### src/rtl/serial_adder_pkg.sv
// Shared definitions for the serial adder: FSM state encoding and counter sizing.
package serial_adder_pkg;

  typedef enum logic [1:0] {
    IDLE = 2'd0,
    ADD  = 2'd1,
    HOLD = 2'd2
  } state_t;

  function automatic int unsigned cnt_width(input int unsigned n);
    return (n > 1) ? $clog2(n) : 1;
  endfunction

endpackage

### src/rtl/full_adder_cell.sv
// One-bit full adder composed of two half adders and an OR on their carries.
module full_adder_cell (
  input  logic a,
  input  logic b,
  input  logic cin,
  output logic s,
  output logic cout
);

  logic s1, c1, c2;

  assign s1   = a ^ b;
  assign c1   = a & b;
  assign s    = s1 ^ cin;
  assign c2   = s1 & cin;
  assign cout = c1 | c2;

endmodule

### src/rtl/serial_adder.sv
// Multi-cycle adder: BITS_PER_CYCLE bits per clock, LSB chunk first, carry registered
// between chunks, with valid/ready handshakes on both sides.
module serial_adder
  import serial_adder_pkg::*;
#(
  parameter int unsigned WIDTH          = 8,
  parameter int unsigned BITS_PER_CYCLE = 1
) (
  input  logic             clk,
  input  logic             rst_n,
  input  logic             in_valid,
  output logic             in_ready,
  input  logic [WIDTH-1:0] a,
  input  logic [WIDTH-1:0] b,
  input  logic             c_in,
  output logic             out_valid,
  input  logic             out_ready,
  output logic [WIDTH-1:0] sum,
  output logic             c_out,
  output logic             overflow
);

  localparam int unsigned N  = WIDTH / BITS_PER_CYCLE;
  localparam int unsigned CW = cnt_width(N);
  localparam logic [CW-1:0] LAST = CW'(N - 1);

  if (WIDTH % BITS_PER_CYCLE != 0) begin : g_bad_width
    $error("serial_adder: WIDTH must be a multiple of BITS_PER_CYCLE");
  end

  state_t state, state_nxt;

  logic [WIDTH-1:0]          a_sh, b_sh, sum_r;
  logic                      carry, c_out_r, ovf_r;
  logic [CW-1:0]             cnt;
  logic [BITS_PER_CYCLE:0]   cy;
  logic [BITS_PER_CYCLE-1:0] s_chunk;
  logic                      accept, last;

  assign cy[0] = carry;

  for (genvar i = 0; i < BITS_PER_CYCLE; i++) begin : g_chain
    full_adder_cell u_fa (
      .a    (a_sh[i]),
      .b    (b_sh[i]),
      .cin  (cy[i]),
      .s    (s_chunk[i]),
      .cout (cy[i+1])
    );
  end

  assign in_ready  = rst_n & ((state == IDLE) | ((state == HOLD) & out_ready));
  assign accept    = in_valid & in_ready;
  assign last      = (cnt == LAST);
  assign out_valid = (state == HOLD);
  assign sum       = sum_r;
  assign c_out     = c_out_r;
  assign overflow  = ovf_r;

  always_ff @(posedge clk or negedge rst_n) begin
    if (!rst_n) state <= IDLE;
    else        state <= state_nxt;
  end

  always_comb begin
    state_nxt = state;
    case (state)
      IDLE:    if (accept) state_nxt = ADD;
      ADD:     if (last) state_nxt = HOLD;
      HOLD:    if (out_ready) state_nxt = in_valid ? ADD : IDLE;
      default: state_nxt = IDLE;
    endcase
  end

  always_ff @(posedge clk or negedge rst_n) begin
    if (!rst_n) begin
      a_sh    <= '0;
      b_sh    <= '0;
      sum_r   <= '0;
      carry   <= 1'b0;
      c_out_r <= 1'b0;
      ovf_r   <= 1'b0;
      cnt     <= '0;
    end else if (accept) begin
      a_sh  <= a;
      b_sh  <= b;
      carry <= c_in;
      cnt   <= '0;
    end else if (state == ADD) begin
      a_sh  <= a_sh >> BITS_PER_CYCLE;
      b_sh  <= b_sh >> BITS_PER_CYCLE;
      // Result chunks enter at the top and shift down, so chunk 0 lands at bit 0
      // after N cycles; this form stays legal when WIDTH == BITS_PER_CYCLE.
      sum_r <= (sum_r >> BITS_PER_CYCLE) | (WIDTH'(s_chunk) << (WIDTH - BITS_PER_CYCLE));
      carry <= cy[BITS_PER_CYCLE];
      cnt   <= cnt + 1'b1;
      if (last) begin
        c_out_r <= cy[BITS_PER_CYCLE];
        ovf_r   <= cy[BITS_PER_CYCLE] ^ cy[BITS_PER_CYCLE-1];
      end
    end
  end

endmodule
### config.mk
export PLATFORM = sky130hd
export DESIGN_NAME = serial_adder
export DESIGN_NICKNAME = d
export VERILOG_FILES = /design/src/rtl/serial_adder_pkg.sv /design/src/rtl/full_adder_cell.sv /design/src/rtl/serial_adder.sv
export SDC_FILE = /design/constraint.sdc
export NUM_CORES = 1
export LEC_CHECK = 0
export CAP_MARGIN = 20
export CORE_MARGIN = 2
export CORE_UTILIZATION = 45
export DETAILED_ROUTE_END_ITERATION = 8
export PLACE_DENSITY_LB_ADDON = 0.3
export SLEW_MARGIN = 20
export SYNTH_ARGS = -nofsm -noshare
export SYNTH_HDL_FRONTEND = slang
export SYNTH_SLANG_ARGS = --single-unit
### constraint.sdc
create_clock -name clk -period 1.7 [get_ports clk]
set_input_delay 0.34 -clock clk [delete_from_list [all_inputs] [get_ports clk]]
set_output_delay 0.34 -clock clk [all_outputs]
set_load 0.01 [all_outputs]
==> flow_metrics.py, run 1 <==
metrics = {
    "status": {
        "status": "complete, no violations",
    },
    "floorplanning": {
        "coreArea_um2": 3340,
        "die_area_um2": 3950,
        "row_count": 21,
        "start_util_pct": 46.7,
        "num_io_pins": 33,
        "die_w_um": 62.8,
        "die_h_um": 62.8,
    },
    "drt": {
        "routedWlPerCell_um": 12.3,
        "avgViaCountPerCell": 4.85,
        "final_antenna_net_count": 0,
        "drt_wl_total_mm": 2.63,
        "drtIter0Drc": 49,
        "post-route-drc-count": 0,
        "num_vias": 1038,
        "dr.pass1.iters": 4,
    },
    "final_layout": {
        "area_growth_pct": 30.9,
        "fin_cells": 214,
        "fillCellCount": 289,
        "multi_input_area_um2": 693,
        "seq_area_um2": 801,
        "nNetsFinal": 191,
        "diodes": 0,
        "drive_above_1_share_pct": 30.4,
    },
    "synth": {
        "syn_area_um2": 1560,
        "yosys.area.top_type": "dfrtp_1",
        "synth_area_leaders": "dfrtp_1 (51%), mux2_2 (15%), mux2_4 (12%)",
        "ys_warn_count": 0,
        "seq_area_frac_synth_pct": 51.4,
        "ys_ff_latch": 32,
        "synth.distinct_cells": 22,
        "synthesis.nets": 147,
        "postSynthAreaPerCell_um2": 12.7,
        "synth_top_cell_area_share_pct": 51.4,
        "netlist_instances": 123,
    },
    "setup_path": {
        "crit_chain": "clkdlybuf4s50_1",
        "crit_type": "flop to output pin",
        "path_max_fanout": 3,
        "cp.required_ns": 1.36,
        "timing.rr.start": "state[0]$_DFFE_PN0P_",
        "crit_arrival_ns": 1.25,
        "crit_buf_inv": 1,
        "crit_start": "sum[5]$_DFFE_PN0P_",
        "cpPeakStageDelay_ns": 0.55,
        "path_delay_family": "buffers and inverters",
        "cp-start-kind": "flop",
        "endpoint_kind": "output pin",
        "crit_path_top_delay_cell": "clkdlybuf4s50_1",
    },
    "sta": {
        "rsz0062_at_grt": "false",
        "max_freq_ghz": 0.628,
        "maxSlewHeadroom_pct": 80.8,
        "tightest_slew_ns": 0.287,
        "hold_viol_final": 0,
        "final.setup.worst_slack_ns": 0.107,
        "fin_crit_sh_pct": 93.7,
        "fin_skew_ns": 0.00479,
        "slew_viol_final": 0,
        "period_needed_ns": 1.59,
        "setup-violations-final": 0,
    },
    "clocking": {
        "cts_made_buffers": 5,
        "clk_latency_ns": 0.32,
        "clk_pin_slew_ns": 0.09,
        "cts_sinks": 32,
        "cts-root-buf": "clkbuf_4",
        "cts_tree": "built",
        "htreeDepth": 2,
        "ctsHoldBuffers": 0,
        "clk_path_buf_depth": 2,
    },
    "place": {
        "dp_hpwl_mm": 1.89,
        "place_ws_ns": -0.283,
        "dpl.cell_count": 202,
        "io_buffers": 32,
        "gp_congestion": 0.707,
    },
    "run": {
        "maxCapViolCount": 0,
    },
    "global_route": {
        "grt_pass1_vias": 1073,
        "grt_remaining_overflow": 0,
        "grt_max_degree": 28,
        "antenna_found_initial": 0,
        "grt_pass1_wl_mm": 4.77,
        "grt_usage_pct": 15.7,
    },
    "power_and_ir_drop": {
        "ir_worst_vdd_mv": 0.639,
        "p_total_uw": 3380,
        "p_leak_uw": 0.00101,
        "power_density_nw_per_um2": 1660,
    },
    "min_path": {
        "min-delay-path-class": "input pin to async pin",
    },
}
-- synthesized netlist by cell type, drive strengths merged --
library cell and count:
mux2 33, dfrtp 32, nand2 32, buf 6
a21boi 2, ha 2, inv 2, mux2i 2
nand2b 2, nor2b 2, a21oi 1, and3b 1
fa 1, nand4b 1, o21ai 1, o22ai 1
xnor2 1, xor2 1
-- per-layer routing --
layer | routed length, um | up-vias | track usage (%) | part of all wire, %
met3 | 162 | 6 | 6.49 | 6.2
met1 | 1140 | 497 | 16.9 | 44
met5 | 0 | - | 0 | 0
met4 | 42 | 0 | 5.83 | 1.6
met2 | 1280 | 30 | 27.6 | 49
li1 | - | 505 | - | -
-- final timing paths --
check	end	slack, ns	cells past startpoint
setup / recovery	sum[5]	0.11	1
hold / removal	state[1]$_DFFE_PN0P_	0.39	2
setup reg to reg	c_out$_DFFE_PN0P_	0.11	6
hold reg to reg	sum[0]$_DFFE_PN0P_	0.49	2
max in group asynchronous	a_sh[6]$_DFFE_PN0P_	1.02	2
min in group clk	sum[0]$_DFFE_PN0P_	0.49	2
-- power breakdown --
part / total, uW / leakage, uW / internal [uW] / switching, uW
combinational: 1660 / 0.000565 / 1040 / 628
clock: 441 / 0.0000326 / 204 / 237
sequential: 1280 / 0.000408 / 1090 / 192
total: 3380 / 0.00101 / 2330 / 1060
-- state kept, by name, indices dropped and copies added, names as in the netlist --
name and flops:
a_sh 8, b_sh 8, sum 8, cnt 3
state 2, c_out 1, carry 1, overflow 1
-- through the flow --
stage	area, um2	hold WS [ns]	TNS, ns	utilization (%)
2_1_floorplan	1560	0.0444	0	-
3_3_place_gp	1960	0.457	-2.48	58.6
3_5_place_dp	1960	0.478	-3.13	58.6
4_1_cts	2040	0.381	0	61.3
5_1_grt	2040	0.385	0	61.1
6_report	2040	0.390	0	61.1
-- layout by cell type (no fill, tap or decap), types with 5 or more instances in the layout --
cell type,count
dfrtp_1,32
clkdlybuf4s50_1,30
mux2_4,12
buf_4,9
clkbuf_4,5
mux2_2,21
nand2_1,32
-- what timing repair did --
action | 4_1_cts | 5_1_grt
setup buffers | 4 | 0
endpoints found under the setup margin | 2 | 1
endpoints found under the hold margin | 0 | 0
resized for setup | 3 | 1
-- layout make-up --
| cell class | instances | share of cell area [%] |
|---|---|---|
| Inverter | 2 | 0.368 |
| Clock buffer | 8 | 2.88 |
| Tap cell | 46 | 2.82 |
| Multi-Input combinational cell | 83 | 34.0 |
| Sequential cell | 32 | 39.3 |
| Timing Repair Buffer | 43 | 20.7 |
-- cells by family after synthesis --
logic type,synth area share (%)
AND/OR/NAND/NOR,10.4
multiplexers,28.0
flip-flops,51.4
buffers and inverters,4.10
AO/OA/AOI/OAI,2.01
adder cells (fa/ha/maj),2.89
XOR/XNOR,1.12
Power figures use the tool's default switching activity.
==> run 2: changes to the inputs <==
--- a/config.mk
+++ b/config.mk
@@ -10,7 +10,7 @@
 export CORE_UTILIZATION = 45
 export DETAILED_ROUTE_END_ITERATION = 8
 export PLACE_DENSITY_LB_ADDON = 0.3
-export SLEW_MARGIN = 20
+export SKIP_CTS_REPAIR_TIMING = 1
 export SYNTH_ARGS = -nofsm -noshare
 export SYNTH_HDL_FRONTEND = slang
 export SYNTH_SLANG_ARGS = --single-unit
==> run 2 against run 1 <==
  * Non-clock buffer count decreased by 2
  * First-iteration DRC count decreased by 14%
  * Final cell count decreased by 0.93%
  * Critical path depth increased by 2
  * Critical path type unchanged
  * Critical endpoint is now in_ready
==> flow_metrics.py, run 2 (synthesis gave the netlist of run 1 again) <==
metrics = {
    "drt": {
        "avgViaCountPerCell": 4.83,
        "drtIter0Drc": 42,
        "drt_wl_total_mm": 2.60,
        "final_antenna_net_count": 0,
        "dr.pass1.iters": 4,
        "post-route-drc-count": 0,
        "routedWlPerCell_um": 12.3,
        "num_vias": 1025,
    },
    "clocking": {
        "clk_latency_ns": 0.32,
        "cts_tree": "built",
        "clk_path_buf_depth": 2,
        "cts_sinks": 32,
        "cts-root-buf": "clkbuf_4",
        "htreeDepth": 2,
        "cts_made_buffers": 5,
        "clk_pin_slew_ns": 0.09,
    },
    "sta": {
        "setup-violations-final": 0,
        "slew_viol_final": 0,
        "rsz0062_at_grt": "false",
        "holdWs_ns": 0.387,
        "hold_viol_final": 0,
        "fin_skew_ns": 0.00363,
        "max_freq_ghz": 0.621,
        "final.setup.worst_slack_ns": 0.0905,
        "maxSlewHeadroom_pct": 80.7,
        "fin_crit_sh_pct": 94.7,
        "period_needed_ns": 1.61,
        "tightest_slew_ns": 0.289,
    },
    "final_layout": {
        "fillCellCount": 286,
        "final_area_um2": 2040,
        "diodes": 0,
        "drive_above_1_share_pct": 29.5,
        "layout_commonest_cell": "nand2_1",
        "area_growth_pct": 30.8,
        "fin_cells": 212,
        "fin_util_pct": 61.0,
        "most-common-layout-cells": "nand2_1 (32), dfrtp_1 (31), clkdlybuf4s50_1 (30)",
        "nNetsFinal": 189,
    },
    "floorplanning": {
        "die_area_um2": 3950,
        "start_util_pct": 46.7,
        "row_count": 21,
        "coreArea_um2": 3340,
        "die_w_um": 62.8,
        "num_io_pins": 33,
        "die_h_um": 62.8,
    },
    "global_route": {
        "antenna_found_initial": 0,
        "grt_max_degree": 28,
        "grt_pass1_wl_mm": 4.61,
        "grt_usage_pct": 15.3,
        "grt_pass1_vias": 1047,
        "grt_remaining_overflow": 0,
    },
    "setup_path": {
        "crit_path_top_delay_cell": "dfrtp_2",
        "crit_buf_inv": 2,
        "crit_arrival_ns": 1.27,
        "cp-start-kind": "flop",
        "path_max_fanout": 5,
        "cpPeakStageDelay_ns": 0.42,
        "crit_type": "flop to output pin",
        "path_delay_family": "flip-flops",
        "endpoint_kind": "output pin",
        "worstRegToRegCells": 3,
        "cp.required_ns": 1.36,
        "crit_cells": 3,
        "crit_chain": "buf_4 > and3b_1 > dlymetal6s2s_1",
    },
    "power_and_ir_drop": {
        "p_leak_uw": 0.00102,
        "p_int_uw": 2320,
        "p_sw_uw": 1040,
        "power_density_nw_per_um2": 1650,
        "p_seq_share_pct": 38.1,
        "combPwrFrac_pct": 48.7,
        "clock_power_share_pct": 13.1,
        "switching_share_pct": 31.1,
        "ir_worst_vdd_mv": 0.626,
    },
    "place": {
        "dpl.cell_count": 202,
        "gp_congestion": 0.707,
        "place_ws_ns": -0.283,
        "io_buffers": 32,
        "dp_hpwl_mm": 1.89,
        "post_dp_cell_area_um2": 1960,
    },
    "run": {
        "maxCapViolCount": 0,
    },
    "status": {
        "status": "complete, no violations",
    },
    "min_path": {
        "min-delay-path-class": "input pin to async pin",
    },
}
==> run 2: changes by cell type in the layout (fill, tap and decap cells not counted) <==
cell / change
dlygate4sd2_1: -1
dfrtp_1: -1
buf_4: -2
dlymetal6s2s_1: +2
dfrtp_2: +1
clkbuf_2: -1
==> run 2: area by class of cell <==
type	count	area (um2)	share of cell area (%)
Inverter	2	7.51	0.369
Clock buffer	8	58.8	2.89
Timing Repair Buffer	41	418	20.5
Sequential cell	32	802	39.4
Multi-Input combinational cell	83	693	34.0
Tap cell	46	57.6	2.83
==> run 2: path summary, 6_finish.rpt <==
| check | start | end | slack (ns) |
|---|---|---|---|
| worst max-delay path | state[0]$_DFFE_PN0P_ | in_ready | 0.09 |
| worst min-delay path | rst_n | state[1]$_DFFE_PN0P_ | 0.39 |
| worst max register to register | carry$_DFFE_PN0P_ | carry$_DFFE_PN0P_ | 0.15 |
| worst min register to register | sum[0]$_DFFE_PN0P_ | sum[0]$_DFFE_PN0P_ | 0.49 |
| max in group asynchronous | rst_n | a_sh[6]$_DFFE_PN0P_ | 1.02 |
| min in group clk | sum[0]$_DFFE_PN0P_ | sum[0]$_DFFE_PN0P_ | 0.49 |
==> run 2: through the flow <==
stage	setup TNS, ns	total power, uW
final	0	3360
after global routing	0	3640
after CTS	-0.379	3400
after detailed placement	-3.13	2950
after global placement	-2.48	2870
after floorplan	0	2480
==> run 2: power by group through the flow <==
| stage | Sequential [uW] | Combinational [uW] | Clock (uW) |
|---|---|---|---|
| floorplan | 1310 | 1170 | 0 |
| detailed placement | 1320 | 1630 | 0 |
| global placement | 1290 | 1580 | 0 |
| finish | 1280 | 1640 | 441 |
| global route | 1320 | 1800 | 514 |
| CTS | 1300 | 1640 | 462 |
==> run 2: layer usage <==
layer	vias up	global-route usage, %	share of wire (%)
li1	500	-	-
met1	491	16.3	44
met2	28	26.6	48
met3	6	6.49	6.1
met4	0	5.83	1.6
met5	-	0	0
==> run 3: changes to the inputs <==
--- a/config.mk
+++ b/config.mk
@@ -5,7 +5,6 @@
 export SDC_FILE = /design/constraint.sdc
 export NUM_CORES = 1
 export LEC_CHECK = 0
-export CAP_MARGIN = 20
 export CORE_MARGIN = 2
 export CORE_UTILIZATION = 45
 export DETAILED_ROUTE_END_ITERATION = 8
==> results of run 3 <==
The final DEF is identical to that of run 2; final timing and power are the same.
